$ cat src/rtl/tdm_pkg.sv
//============================================================================
// Module : tdm_pkg
// Brief  : Shared types and sizing helpers for the 8:1 TDM receive path.
//          Optional macro TDM_DEMUX_PARITY_EN adds a trailing parity slot.
// Rev    : 1.0  initial release
//============================================================================
`default_nettype none

package tdm_pkg;

   typedef enum logic [0:0] {
      HUNT   = 1'b0,
      LOCKED = 1'b1
   } state_e;

   localparam int DEF_N_CH = 8;

   function automatic int slot_w(input int n);
      return (n > 1) ? $clog2(n) : 1;
   endfunction

   function automatic int frame_len(input int n_ch);
`ifdef TDM_DEMUX_PARITY_EN
      return n_ch + 1;
`else
      return n_ch;
`endif
   endfunction

   localparam int FRAME_LEN = frame_len(DEF_N_CH);

endpackage

`default_nettype wire

$ cat src/rtl/tdm_slot_counter.sv
//============================================================================
// Module : tdm_slot_counter
// Brief  : Valid-qualified slot counter with wrap and frame-sync resync.
// Rev    : 1.0  initial release
//============================================================================
`default_nettype none

module tdm_slot_counter
   import tdm_pkg::*;
#(
   parameter int LEN    = 8,
   parameter int SLOT_W = slot_w(LEN)
) (
   input  logic              clk,
   input  logic              rst,
   input  logic              valid,
   input  logic              sync,
   input  logic              lock,
   output logic [SLOT_W-1:0] slot,
   output logic              last_slot,
   output logic              misplaced_sync
);

   localparam logic [SLOT_W-1:0] C_LAST = SLOT_W'(LEN - 1);
   localparam logic [SLOT_W-1:0] C_ONE  = SLOT_W'(1);

   logic [SLOT_W-1:0] slot_q, slot_d;

   assign slot           = slot_q;
   assign last_slot      = (slot_q == C_LAST);
   assign misplaced_sync = valid & sync & lock & (slot_q != '0);

   // A qualified sync always means "this slot was channel 0", so next is 1.
   always_comb begin
      slot_d = slot_q;
      if (valid) begin
         if (sync) begin
            slot_d = C_ONE;
         end else if (lock) begin
            slot_d = last_slot ? '0 : slot_q + C_ONE;
         end
      end
   end

   always_ff @(posedge clk) begin
      if (rst) begin
         slot_q <= '0;
      end else begin
         slot_q <= slot_d;
      end
   end

endmodule

`default_nettype wire

$ cat src/rtl/tdm_demux8.sv
//============================================================================
// Module : tdm_demux8
// Brief  : Reassembles serial TDM slots into a parallel frame, channel 0 MSB.
//          TDM_DEMUX_PARITY_EN adds a checked XOR parity slot and parity_err.
// Rev    : 1.0  initial release
//============================================================================
`default_nettype none

module tdm_demux8
   import tdm_pkg::*;
#(
   parameter  int N_CH   = 8,
   parameter  int W      = 1,
   localparam int LEN    = frame_len(N_CH),
   localparam int SLOT_W = slot_w(LEN)
) (
   input  logic              clk,
   input  logic              rst,
   input  logic [W-1:0]      din,
   input  logic              din_valid,
   input  logic              frame_sync,
   output logic [N_CH*W-1:0] dout,
   output logic              dout_valid,
   output logic [SLOT_W-1:0] slot,
   output logic              locked,
   output logic              sync_err
`ifdef TDM_DEMUX_PARITY_EN
   ,
   output logic              parity_err
`endif
);

   state_e              state_q, state_d;
   logic [N_CH*W-1:0]   shadow_q, shadow_d;
   logic [N_CH*W-1:0]   dout_q, dout_d;
   logic                dout_valid_q, dout_valid_d;
   logic                sync_err_q, sync_err_d;
   logic [N_CH*W-1:0]   frame_w;
   logic [SLOT_W-1:0]   cnt_slot;
   logic                last_slot;
   logic                misplaced;

`ifdef TDM_DEMUX_PARITY_EN
   logic                parity_err_q, parity_err_d;
   logic [W-1:0]        parity_w;
`endif

   tdm_slot_counter #(
      .LEN    (LEN),
      .SLOT_W (SLOT_W)
   ) u_slot_counter (
      .clk            (clk),
      .rst            (rst),
      .valid          (din_valid),
      .sync           (frame_sync),
      .lock           (state_q == LOCKED),
      .slot           (cnt_slot),
      .last_slot      (last_slot),
      .misplaced_sync (misplaced)
   );

   always_comb begin
      state_d      = state_q;
      shadow_d     = shadow_q;
      dout_d       = dout_q;
      dout_valid_d = 1'b0;
      sync_err_d   = 1'b0;
`ifdef TDM_DEMUX_PARITY_EN
      parity_err_d = 1'b0;
      parity_w     = '0;
      for (int k = 0; k < N_CH; k++) begin
         parity_w = parity_w ^ shadow_q[(N_CH-k)*W-1 -: W];
      end
`endif
      // Shadow with the current slot merged in; lets the last slot load dout directly.
      frame_w = shadow_q;
      for (int k = 0; k < N_CH; k++) begin
         if (SLOT_W'(k) == cnt_slot) begin
            frame_w[(N_CH-k)*W-1 -: W] = din;
         end
      end

      if (din_valid) begin
         if (frame_sync) begin
            shadow_d                  = '0;
            shadow_d[N_CH*W-1 -: W]   = din;
            state_d                   = LOCKED;
            sync_err_d                = misplaced;
         end else if (state_q == LOCKED) begin
            shadow_d = frame_w;
            if (last_slot) begin
`ifdef TDM_DEMUX_PARITY_EN
               if (parity_w == din) begin
                  dout_d       = shadow_q;
                  dout_valid_d = 1'b1;
               end else begin
                  parity_err_d = 1'b1;
               end
`else
               dout_d       = frame_w;
               dout_valid_d = 1'b1;
`endif
            end
         end
      end
   end

   always_ff @(posedge clk) begin
      if (rst) begin
         state_q      <= HUNT;
         shadow_q     <= '0;
         dout_q       <= '0;
         dout_valid_q <= 1'b0;
         sync_err_q   <= 1'b0;
`ifdef TDM_DEMUX_PARITY_EN
         parity_err_q <= 1'b0;
`endif
      end else begin
         state_q      <= state_d;
         shadow_q     <= shadow_d;
         dout_q       <= dout_d;
         dout_valid_q <= dout_valid_d;
         sync_err_q   <= sync_err_d;
`ifdef TDM_DEMUX_PARITY_EN
         parity_err_q <= parity_err_d;
`endif
      end
   end

   assign dout       = dout_q;
   assign dout_valid = dout_valid_q;
   assign slot       = cnt_slot;
   assign locked     = (state_q == LOCKED);
   assign sync_err   = sync_err_q;
`ifdef TDM_DEMUX_PARITY_EN
   assign parity_err = parity_err_q;
`endif

endmodule

`default_nettype wire
$ cat config.mk
export PLATFORM = sky130hd
export DESIGN_NAME = tdm_demux8
export DESIGN_NICKNAME = d
export VERILOG_FILES = /design/src/rtl/tdm_pkg.sv /design/src/rtl/tdm_slot_counter.sv /design/src/rtl/tdm_demux8.sv
export SDC_FILE = /design/constraint.sdc
export NUM_CORES = 1
export LEC_CHECK = 0
export ABC_AREA = 1
export CORE_AREA = 2 2 41 58
export CTS_CLUSTER_DIAMETER = 50
export DETAILED_ROUTE_END_ITERATION = 7
export DIE_AREA = 0 0 43 60
export PLACE_DENSITY = 0.8
export RECOVER_POWER = 50
export REMOVE_ABC_BUFFERS = 1
export SLEW_MARGIN = 20
export SYNTH_ARGS = -nofsm -noshare
export SYNTH_HDL_FRONTEND = slang
export SYNTH_SLANG_ARGS = --single-unit
$ cat constraint.sdc
create_clock -name clk -period 3.1 [get_ports clk]
set_input_delay 0.465 -clock clk [delete_from_list [all_inputs] [get_ports clk]]
set_output_delay 0.465 -clock clk [all_outputs]
set_load 0.01 [all_outputs]
==> out/qor.tcl, run 1 <==
set qor(grt.total_usage) 0.187
set qor(total_switching_power_uw) 130
set qor(cap_viol_max_count) 0
set qor(crit_fanout) 13
set qor(cts_resized) 0
set qor(vias_per_cell) 5.39
set qor(row_count) 20
set qor(cts_htree_levels) 1
set qor(leading_cell_types_in_the_layout_fill_and_taps_excluded) {42 x sky130_fd_sc_hd__nand2_1, 24 x sky130_fd_sc_hd__nand3_1, 21 x sky130_fd_sc_hd__dfxtp_1, 16 x sky130_fd_sc_hd__clkdlybuf4s50_1, 15 x sky130_fd_sc_hd__nor2_1}
set qor(cts_tree) {built}
set qor(cts_buffer_depth) 2
set qor(critical-path-max-stage-delay_ns) 0.59
set qor(slew_limit_fails) 0
set qor(fin_skew_ns) 0.00347
set qor(ys_async_sr_fraction) 0
set qor(layout.cell_area.non_filler_sq_um) 1240
set qor(worst_skew_pair.late_latency_ns) 0.32
set qor(rsz0062_at_grt) {false}
set qor(hold_ep) {dout[0]$_SDFFE_PP0P_}
set qor(clock_slew_at_reported_path_ffs_ns) 0.13
set qor(worst_hold_path_type) {flip-flop to flip-flop}
set qor(yosysSeqAreaShare) 0.398
set qor(critical_path.most_common_cell) {sky130_fd_sc_hd__nor2_1}
set qor(die_w_um) 43
set qor(floorplan.core_area_sq_um) 2100
set qor(first_pass_grt_wire_length_mm) 3.71
set qor(numPortBuffers) 18
set qor(via_count) 1007
set qor(yosys.area.top_type) {sky130_fd_sc_hd__dfxtp_1}
set qor(power.share.combinational) 0.113
set qor(setup_total_negative_slack_ns) 0
set qor(syn2layout_area_growth_pct) 17.3
set qor(cts_num_sinks) 21
set qor(worst_path_required_time_ns) 3.32
set qor(detail_route.first_pass.iterations) 4
set qor(pwr-share-seq) 0.589
set qor(postSynthCellCount) 147
set qor(worst_path_max_delay_cell) {sky130_fd_sc_hd__dlygate4sd3_1}
set qor(synth_area_leaders) {sky130_fd_sc_hd__dfxtp_1 40%, sky130_fd_sc_hd__nand2_1 14%, sky130_fd_sc_hd__nand3_1 11%}
set qor(routedWlPerCell_um) 12.5
set qor(r2r_end) {dout[3]$_SDFFE_PP0P_}
set qor(cts_buffers) 3
set qor(static-leakage-power_uw) 0.000534
set qor(holdCritStartpoint) {dout[0]$_SDFFE_PP0P_}
set qor(pin_count_of_the_biggest_net_entering_global_routing) 14
set qor(sw_frac_of_total) 0.275
set qor(grt_pass1_vias) 845
set qor(ys_warn_count) 0
set qor(route.final.wire_length_mm) 2.33
set qor(netlist.area_leader.share) 0.398
set qor(worstSetupPathType) {input pin to flip-flop}
set qor(internal_power_uw) 343
set qor(synth_area_per_cell_sq_um) 7.18
set qor(route.antenna.remaining_nets) 0
set qor(proportion_of_layout_cells_with_a_drive_suffix_above_1) 0.0485
set qor(ys.flop_type) {sky130_fd_sc_hd__dfxtp_1}
set qor(gpl.final_weighted_congestion) 0.818
set qor(critical_path.startpoint_type) {input pin}
set qor(max_slew.worst_pin.slew_ns) 0.567
set qor(layout.cells.most_common) {sky130_fd_sc_hd__nand2_1}
set qor(finalNetCount) 177
set qor(pwr-share-clk) 0.298
set qor(worst-r2r-setup-slack_ns) 1.15
set qor(place.detailed.hpwl_mm) 1.72
set qor(detail_route.iter0.violations) 37
set qor(chipHeight_um) 60
set qor(yosysUniqueCellTypes) 20
set qor(residual_drc_count) 0
set qor(place_area_sq_um) 1240
set qor(final_min_period_over_clock_period) 0.731
set qor(clock.fmax_ghz) 0.441
set qor(run_status) {completed}
set qor(max-slew-margin-rel) 0.621
set qor(power-per-cell-area_nw_per_um2) 382
set qor(r2r_start) {locked$_SDFFE_PP0N_}
set qor(n_antenna_cell) 0
set qor(initial_core_util) 0.502
set qor(cts_root_buf) {sky130_fd_sc_hd__clkbuf_4}
set qor(setup_violations) 0
set qor(top_level_ports) 19
set qor(cp_cell_sequence) {dlygate4sd3_1 > nand2_1 > nor2_1 > nand2_1 > nor2_1 > nor2_1}
set qor(post-cts-setup-buffer-count) 0
set qor(critical_path_arrival_ns) 2.49
set qor(synth-seq-cells) 21
set qor(timing.final.hold_violations) 0
set qor(holdPathStages) 2
set qor(postCtsHoldBufs) 0
set qor(fin_crit_ns) 2.27
set qor(final.fill_count) 217
set qor(seq_area_sq_um) 420
set qor(antenna_violations_before_repair) 0
set qor(peakVddDrop_mv) 0.195
set qor(fp.dieArea_sq_um) 2580
set qor(setup.worst_path.end_class) {flip-flop}
set qor(global_route_congestion_overflow_total) 0
set qor(area_of_the_multi_input_gates_sq_um) 534
set qor(synth_enable_flop_cells) 0
set qor(rr_worst_depth) 5
set qor(synthesis.area_sq_um) 1060
cell usage after synthesis, types with 2 or more instances:
| master | n |
|---|---|
| sky130_fd_sc_hd__a21oi_1 | 10 |
| sky130_fd_sc_hd__buf_2 | 3 |
| sky130_fd_sc_hd__dfxtp_1 | 21 |
| sky130_fd_sc_hd__ha_1 | 6 |
| sky130_fd_sc_hd__inv_1 | 10 |
| sky130_fd_sc_hd__inv_2 | 2 |
| sky130_fd_sc_hd__nand2_1 | 40 |
| sky130_fd_sc_hd__nand3_1 | 24 |
| sky130_fd_sc_hd__nor2_1 | 14 |
| sky130_fd_sc_hd__o21ai_1 | 7 |
metrics by stage:
stage / util / hold slack [ns] / total power [uW] / cells / setup slack (ns)
floorplan: - / 0.458 / 316 / 142 / 1.68
global placement: 0.590 / 0.455 / 340 / 183 / 1.22
detailed placement: 0.590 / 0.455 / 342 / 183 / 1.20
CTS: 0.604 / 0.474 / 474 / 187 / 1.16
global route: 0.589 / 0.507 / 484 / 187 / 0.660
finish: 0.589 / 0.472 / 473 / 187 / 0.834
state kept, by name (all words and copies together) (netlist names):
name                 count
dout                     8
u_slot_counter.slot      3
sync_err                 1
dout_valid               1
locked                   1
shadow_q                 7
critical path: cells and delay by family:
kind                   cells  cell delay [ns]
AND/OR/NAND/NOR            5             1.43
buffers and inverters      1             0.59
layer usage:
metal / vias up / routed length, um / part of all wire / track usage
met4: 0 / 44 / 0.019 / 0.0779
met5: - / 0 / 0 / 0
met2: 29 / 1150 / 0.49 / 0.316
li1: 510 / - / - / -
met3: 7 / 83 / 0.036 / 0.0302
met1: 461 / 1050 / 0.45 / 0.235
final cells by class:
type | instances | area share
Clock inverter | 1 | 0.00404
Inverter | 12 | 0.0364
Multi-Input combinational cell | 109 | 0.431
Tap cell | 22 | 0.0222
Timing Repair Buffer | 19 | 0.148
Sequential cell | 21 | 0.339
Clock buffer | 3 | 0.0182
power groups by stage:
stage	logic [uW]	registers, uW	clock network, uW
CTS	57.1	279	138
detailed placement	56.9	285	0
global route	59.3	279	146
floorplan	30.9	285	0
finish	53.4	279	141
global placement	55.3	284	0
cells by family (layout without fill, tap and decap cells):
family | count (synthesis) | after routing | share of synthesized area
AND/OR/NAND/NOR | 84 | 84 | 0.367
flip-flops | 21 | 21 | 0.398
AO/OA/AOI/OAI | 19 | 19 | 0.0924
buffers and inverters | 17 | 35 | 0.0711
adder cells (fa/ha/maj) | 6 | 6 | 0.0711
worst max-delay path by stage:
stage	from	to	slack, ns
CTS	u_slot_counter.slot[2]$_SDFFE_PP0P_	slot[2]	1.16
global route	din_valid	dout[3]$_SDFFE_PP0P_	0.66
finish	din_valid	dout[3]$_SDFFE_PP0P_	0.83
global placement	frame_sync	shadow_q[7]$_SDFFE_PP0P_	1.22
floorplan	u_slot_counter.slot[0]$_SDFFE_PP0P_	dout[7]$_SDFFE_PP0P_	1.68
detailed placement	frame_sync	shadow_q[7]$_SDFFE_PP0P_	1.20
(Power assumes the default switching activity.)
==> inputs of run 2 (changes only) <==
--- a/config.mk
+++ b/config.mk
@@ -6,11 +6,11 @@
 export NUM_CORES = 1
 export LEC_CHECK = 0
 export ABC_AREA = 1
-export CORE_AREA = 2 2 41 58
+export CORE_AREA = 2 2 42 60
 export CTS_CLUSTER_DIAMETER = 50
 export DETAILED_ROUTE_END_ITERATION = 7
-export DIE_AREA = 0 0 43 60
-export PLACE_DENSITY = 0.8
+export DIE_AREA = 0 0 44 62
+export PLACE_DENSITY = 0.76
 export RECOVER_POWER = 50
 export REMOVE_ABC_BUFFERS = 1
 export SLEW_MARGIN = 20
==> constraint.sdc (replaced) <==
create_clock -name clk -period 2.1 [get_ports clk]
set_input_delay 0.315 -clock clk [delete_from_list [all_inputs] [get_ports clk]]
set_output_delay 0.315 -clock clk [all_outputs]
set_load 0.01 [all_outputs]
==> run 2 against run 1 <==
  * Global-route usage down 0.86 points
  * Sequential cell count did not move
  * Critical path depth fell by 5
  * Sequential power is 47% higher
  * Clock skew grew 0.0035 ns
  * Highest routed layer unchanged
  * Clock power rose by 35%
  * Worst setup slack got worse by 0.53 ns
  * Wire length shrank 2.7%
  * Critical endpoint is now slot[2]
==> out/qor.tcl, run 2 (synthesis results as in run 1) <==
set qor(hold_ep) {dout[0]$_SDFFE_PP0P_}
set qor(top_level_ports) 19
set qor(floorplan.core_area_sq_um) 2260
set qor(setup_total_negative_slack_ns) 0
set qor(detail_route.first_pass.iterations) 4
set qor(fin_skew_ns) 0.00694
set qor(max_slew.worst_pin.slew_ns) 0.524
set qor(initial_core_util) 0.467
set qor(holdCritStartpoint) {dout[0]$_SDFFE_PP0P_}
set qor(cts_buffer_depth) 2
set qor(postCtsHoldBufs) 0
set qor(cts_num_sinks) 21
set qor(detailedPlace.worstSlack_ns) 0.387
set qor(cts_buffers) 3
set qor(layout.cells.most_common) {sky130_fd_sc_hd__nand2_1}
set qor(cap_viol_max_count) 0
set qor(gpl.final_weighted_congestion) 1.03
set qor(via_count) 1026
set qor(vias_per_cell) 5.46
set qor(cts_htree_levels) 1
set qor(final_min_period_over_clock_period) 0.853
set qor(placedCellCount) 184
set qor(r2r_start) {locked$_SDFFE_PP0N_}
set qor(crit_fanout) 10
set qor(holdPathStages) 2
set qor(rr_worst_depth) 5
set qor(final_core_util) 0.557
set qor(worstSetupPathType) {flip-flop to output port}
set qor(detail_route.iter0.violations) 48
set qor(r2r_end) {dout[2]$_SDFFE_PP0P_}
set qor(critical-path-max-stage-delay_ns) 0.62
set qor(final_cells) 188
set qor(proportion_of_layout_cells_with_a_drive_suffix_above_1) 0.0545
set qor(cts_tree) {built}
set qor(worst_skew_pair.late_latency_ns) 0.30
set qor(layout_setup_ws_ns) 0.308
set qor(place.detailed.hpwl_mm) 1.72
set qor(chipHeight_um) 62
set qor(timing.final.hold_violations) 0
set qor(finalNetCount) 177
set qor(row_count) 21
set qor(cts_resized) 0
set qor(post-cts-setup-buffer-count) 0
set qor(power-per-cell-area_nw_per_um2) 544
set qor(grt.total_usage) 0.178
set qor(route.antenna.remaining_nets) 0
set qor(grt_pass1_vias) 842
set qor(antenna_violations_before_repair) 0
set qor(fp.dieArea_sq_um) 2730
set qor(fin_crit_ns) 1.79
set qor(largest_reg_flops) 8
set qor(run_status) {completed}
set qor(numPortBuffers) 18
set qor(cp.buffers_inverters) 1
set qor(cp_cell_sequence) {clkdlybuf4s50_1}
set qor(critical_path.startpoint_type) {flip-flop}
set qor(critPathTopFamily) {buffers and inverters}
set qor(pin_count_of_the_biggest_net_entering_global_routing) 14
set qor(n_antenna_cell) 0
set qor(leading_cell_types_in_the_layout_fill_and_taps_excluded) {42 x sky130_fd_sc_hd__nand2_1, 24 x sky130_fd_sc_hd__nand3_1, 21 x sky130_fd_sc_hd__dfxtp_1, 14 x sky130_fd_sc_hd__nor2_1, 14 x sky130_fd_sc_hd__clkdlybuf4s50_1}
set qor(worst_path_required_time_ns) 1.78
set qor(clock.fmax_ghz) 0.558
set qor(cts_root_buf) {sky130_fd_sc_hd__clkbuf_4}
set qor(static-leakage-power_uw) 0.000555
set qor(max-slew-margin-rel) 0.649
set qor(route.final.wire_length_mm) 2.27
set qor(worst-r2r-setup-slack_ns) 0.50
set qor(worst_hold_path_type) {flip-flop to flip-flop}
set qor(first_pass_grt_wire_length_mm) 3.64
set qor(setup_violations) 0
set qor(residual_drc_count) 0
set qor(routedWlPerCell_um) 12.1
set qor(slew_limit_fails) 0
set qor(final.fill_count) 218
set qor(global_route_congestion_overflow_total) 0
set qor(setup.worst_path.end_class) {output port}
set qor(die_w_um) 44
set qor(peakVddDrop_mv) 0.364
set qor(critical_path_arrival_ns) 1.48
set qor(syn2layout_area_growth_pct) 19.2
set qor(worst_path_max_delay_cell) {sky130_fd_sc_hd__clkdlybuf4s50_1}
set qor(clock_slew_at_reported_path_ffs_ns) 0.11
set qor(rsz0062_at_grt) {false}
-- run 2: cell types whose count changed in the layout (fill, tap and decap cells not counted), sizes merged --
cell,change
buf,+1
clkdlybuf4s50,-2
clkinv,-1
dlygate4sd3,+2
-- run 2: cell type report --
cell class	instances	area (sq um)	area share
flip-flops and latches	21	420	0.334
clock buffers	4	26.3	0.0209
inverters	12	45.0	0.0358
well taps	23	28.8	0.0229
multi-input cells	109	551	0.437
repair buffers	19	188	0.149
-- run 2: worst max path at each step --
stage                                             start                        to  slack [ns]  depth (start not counted)
finish              u_slot_counter.slot[2]$_SDFFE_PP0P_                   slot[2]        0.31                          1
global route        u_slot_counter.slot[2]$_SDFFE_PP0P_                   slot[2]        0.25                          1
CTS                 u_slot_counter.slot[2]$_SDFFE_PP0P_                   slot[2]        0.30                          1
detailed placement                            din_valid      dout[2]$_SDFFE_PP0P_        0.39                          6
global placement                             frame_sync  shadow_q[7]$_SDFFE_PP0P_        0.45                          4
floorplan           u_slot_counter.slot[0]$_SDFFE_PP0P_      dout[7]$_SDFFE_PP0P_        0.68                          7
-- run 2: power breakdown --
part	internal, uW	switching (uW)	leakage (uW)
registers	404	6.25	0.000170
clock network	74.1	117	0.0000150
logic	32.4	50.3	0.000370
-- run 2: routing by layer --
layer,part of all wire,vias to the layer above,track usage
li1,-,517,-
met1,0.42,465,0.204
met2,0.50,36,0.311
met3,0.053,8,0.0318
met4,0.027,0,0.0996
met5,0,-,0
-- run 2: metrics by stage --
| stage | hold WS, ns | instance area [sq um] | total power, uW |
|---|---|---|---|
| floorplan | 0.384 | 1030 | 466 |
| global placement | 0.456 | 1240 | 501 |
| detailed placement | 0.457 | 1240 | 504 |
| CTS | 0.473 | 1270 | 693 |
| global route | 0.493 | 1260 | 719 |
| finish | 0.472 | 1260 | 684 |
-- run 2: worst min-delay path: cells and delay by family, from the launching register on --
family,cells,cell delay [ns]
simple gates,1,0.06
flops,1,0.33
compound gates,1,0.05
==> inputs of run 3 (changes only) <==
==> constraint.sdc (replaced) <==
create_clock -name clk -period 1.8 [get_ports clk]
set_input_delay 0.27 -clock clk [delete_from_list [all_inputs] [get_ports clk]]
set_output_delay 0.27 -clock clk [all_outputs]
set_load 0.01 [all_outputs]
==> run 3 against run 2 <==
  * Die area unchanged
  * Critical endpoint unchanged
  * Non-clock buffer count increased by 2
  * Sequential cell count unchanged
  * Total power increased by 19%
  * Largest cell class unchanged
  * Critical path type unchanged
  * Sequential share of layout area decreased by 0.49 points
  * Worst hold slack improved by 0.0060 ns
  * Wire length decreased by 1.9%
  * Count of clock-buffer cells in the layout decreased by 1
==> out/qor.tcl, run 3 (synthesis results as in run 1) <==
set qor(clock.fmax_ghz) 0.616
set qor(route.final.wire_length_mm) 2.22
set qor(post-cts-setup-buffer-count) 0
set qor(floorplan.core_area_sq_um) 2260
set qor(sw_frac_of_total) 0.269
set qor(run_status) {completed}
set qor(detail_route.iter0.violations) 14
set qor(max-slew-margin-rel) 0.628
set qor(place.detailed.hpwl_mm) 1.68
set qor(leading_cell_types_in_the_layout_fill_and_taps_excluded) {41 x sky130_fd_sc_hd__nand2_1, 24 x sky130_fd_sc_hd__nand3_1, 20 x sky130_fd_sc_hd__dfxtp_1, 17 x sky130_fd_sc_hd__clkdlybuf4s50_1, 15 x sky130_fd_sc_hd__nor2_1}
set qor(first_pass_grt_wire_length_mm) 3.89
set qor(residual_drc_count) 0
set qor(internal_power_uw) 594
set qor(peakVddDrop_mv) 0.381
set qor(pin_count_of_the_biggest_net_entering_global_routing) 14
set qor(chipHeight_um) 62
set qor(layout.cells.most_common) {sky130_fd_sc_hd__nand2_1}
set qor(numPortBuffers) 18
set qor(worstSetupPathType) {flip-flop to output port}
set qor(fin_skew_ns) 0.00538
set qor(rsz0062_at_grt) {false}
set qor(row_count) 21
set qor(fp.dieArea_sq_um) 2730
set qor(top_level_ports) 19
set qor(routedWlPerCell_um) 11.7
set qor(largest_reg_flops) 8
set qor(finalNetCount) 179
set qor(gpl.final_weighted_congestion) 0.846
set qor(critical_path.startpoint_type) {flip-flop}
set qor(clock_slew_at_reported_path_ffs_ns) 0.12
set qor(syn2layout_area_growth_pct) 21.3
set qor(r2r_start) {locked$_SDFFE_PP0N_}
set qor(worstSetupStartpoint) {u_slot_counter.slot[2]$_SDFFE_PP0P_}
set qor(worst_skew_pair.late_latency_ns) 0.31
set qor(setup_violations) 0
set qor(worst_hold_path_type) {flip-flop to flip-flop}
set qor(power-per-cell-area_nw_per_um2) 635
set qor(max_slew.worst_pin.slew_ns) 0.557
set qor(number_of_logic_stages_on_the_critical_path_including_buffering) 1
set qor(die_w_um) 44
set qor(proportion_of_layout_cells_with_a_drive_suffix_above_1) 0.0778
set qor(final_min_period_over_clock_period) 0.902
set qor(cts_buffer_depth) 2
set qor(rr_worst_depth) 6
set qor(vias_per_cell) 5.18
set qor(fin_crit_ns) 1.62
set qor(critical-path-max-stage-delay_ns) 0.58
set qor(cts_num_sinks) 21
set qor(crit_fanout) 10
set qor(antenna_violations_before_repair) 0
set qor(critical_path_arrival_ns) 1.35
set qor(initial_core_util) 0.467
set qor(cts_htree_levels) 1
set qor(worst-r2r-setup-slack_ns) 0.34
set qor(n_antenna_cell) 0
set qor(cts_root_buf) {sky130_fd_sc_hd__clkbuf_4}
set qor(slew_limit_fails) 0
set qor(worst_path_max_delay_cell) {sky130_fd_sc_hd__clkdlybuf4s50_1}
set qor(via_count) 984
set qor(power.share.combinational) 0.121
set qor(static-leakage-power_uw) 0.000576
set qor(r2r_end) {dout[4]$_SDFFE_PP0P_}
set qor(cts_tree) {built}
set qor(cp_cell_sequence) {clkdlybuf4s50_1}
set qor(global_route_congestion_overflow_total) 0
set qor(total_switching_power_uw) 219
set qor(cts_buffers) 3
set qor(setup.worst_path.end_class) {output port}
set qor(critPathTopFamily) {buffers and inverters}
set qor(grt_pass1_vias) 918
set qor(detail_route.first_pass.iterations) 4
set qor(worst_path_required_time_ns) 1.53
set qor(holdCritStartpoint) {dout[0]$_SDFFE_PP0P_}
set qor(route.antenna.remaining_nets) 0
set qor(total_power_uw) 813
set qor(timing.critical_path.to) {slot[2]}
set qor(cp.buffers_inverters) 1
set qor(pwr-share-clk) 0.290
set qor(cap_viol_max_count) 0
set qor(pwr-share-seq) 0.589
set qor(setup_total_negative_slack_ns) 0
set qor(timing.final.hold_violations) 0
set qor(final_core_util) 0.567
set qor(grt.total_usage) 0.191
-- run 3: worst min-delay path by stage --
stage | to | cells after the start | slack, ns
after detailed placement | dout[0]$_SDFFE_PP0P_ | 2 | 0.47
after floorplan | dout[0]$_SDFFE_PP0P_ | 1 | 0.34
after CTS | dout[0]$_SDFFE_PP0P_ | 2 | 0.49
after global routing | shadow_q[3]$_SDFFE_PP0P_ | 2 | 0.52
final | dout[0]$_SDFFE_PP0P_ | 2 | 0.48
after global placement | dout[0]$_SDFFE_PP0P_ | 2 | 0.45
-- run 3: cell type report --
| type | count | area (sq um) |
|---|---|---|
| Fill cell | 226 | 978 |
| Multi-Input combinational cell | 109 | 556 |
| Sequential cell | 21 | 422 |
| Timing Repair Buffer | 21 | 203 |
| Inverter | 12 | 45.0 |
| Tap cell | 23 | 28.8 |
| Clock buffer | 3 | 22.5 |
| Clock inverter | 1 | 5.00 |
-- run 3: metrics by stage --
stage,hold WS (ns),instance area (sq um),cells,worst slack (ns)
4_1_cts,0.485,1280,190,0.0413
6_report,0.478,1280,190,0.177
2_1_floorplan,0.339,1030,142,0.385
3_5_place_dp,0.468,1260,186,0.154
5_1_grt,0.515,1280,190,0.0783
3_3_place_gp,0.455,1260,186,0.203
-- run 3: what timing repair did --
| item | 4_1_cts | 5_1_grt |
|---|---|---|
| gates resized for setup | 0 | 1 |
| hold endpoints to repair | 0 | 0 |
| endpoints found under the setup margin | 0 | 1 |
| hold buffers | 0 | 0 |
-- run 3: power groups by stage --
stage | Combinational, uW | Clock [uW] | Sequential (uW)
after floorplan | 53.3 | 0 | 491
after global placement | 97.7 | 0 | 489
after detailed placement | 99.5 | 0 | 490
after CTS | 100 | 241 | 479
after global routing | 110 | 258 | 481
final | 98.4 | 236 | 479
-- run 3: routing by layer --
| metal | track usage | up-vias | share of wire | wire [um] |
|---|---|---|---|---|
| met5 | 0 | - | 0 | 0 |
| met4 | 0.126 | 0 | 0.028 | 63 |
| met3 | 0.0318 | 6 | 0.034 | 75 |
| met2 | 0.324 | 28 | 0.50 | 1110 |
| met1 | 0.219 | 436 | 0.44 | 975 |
| li1 | - | 514 | - | - |
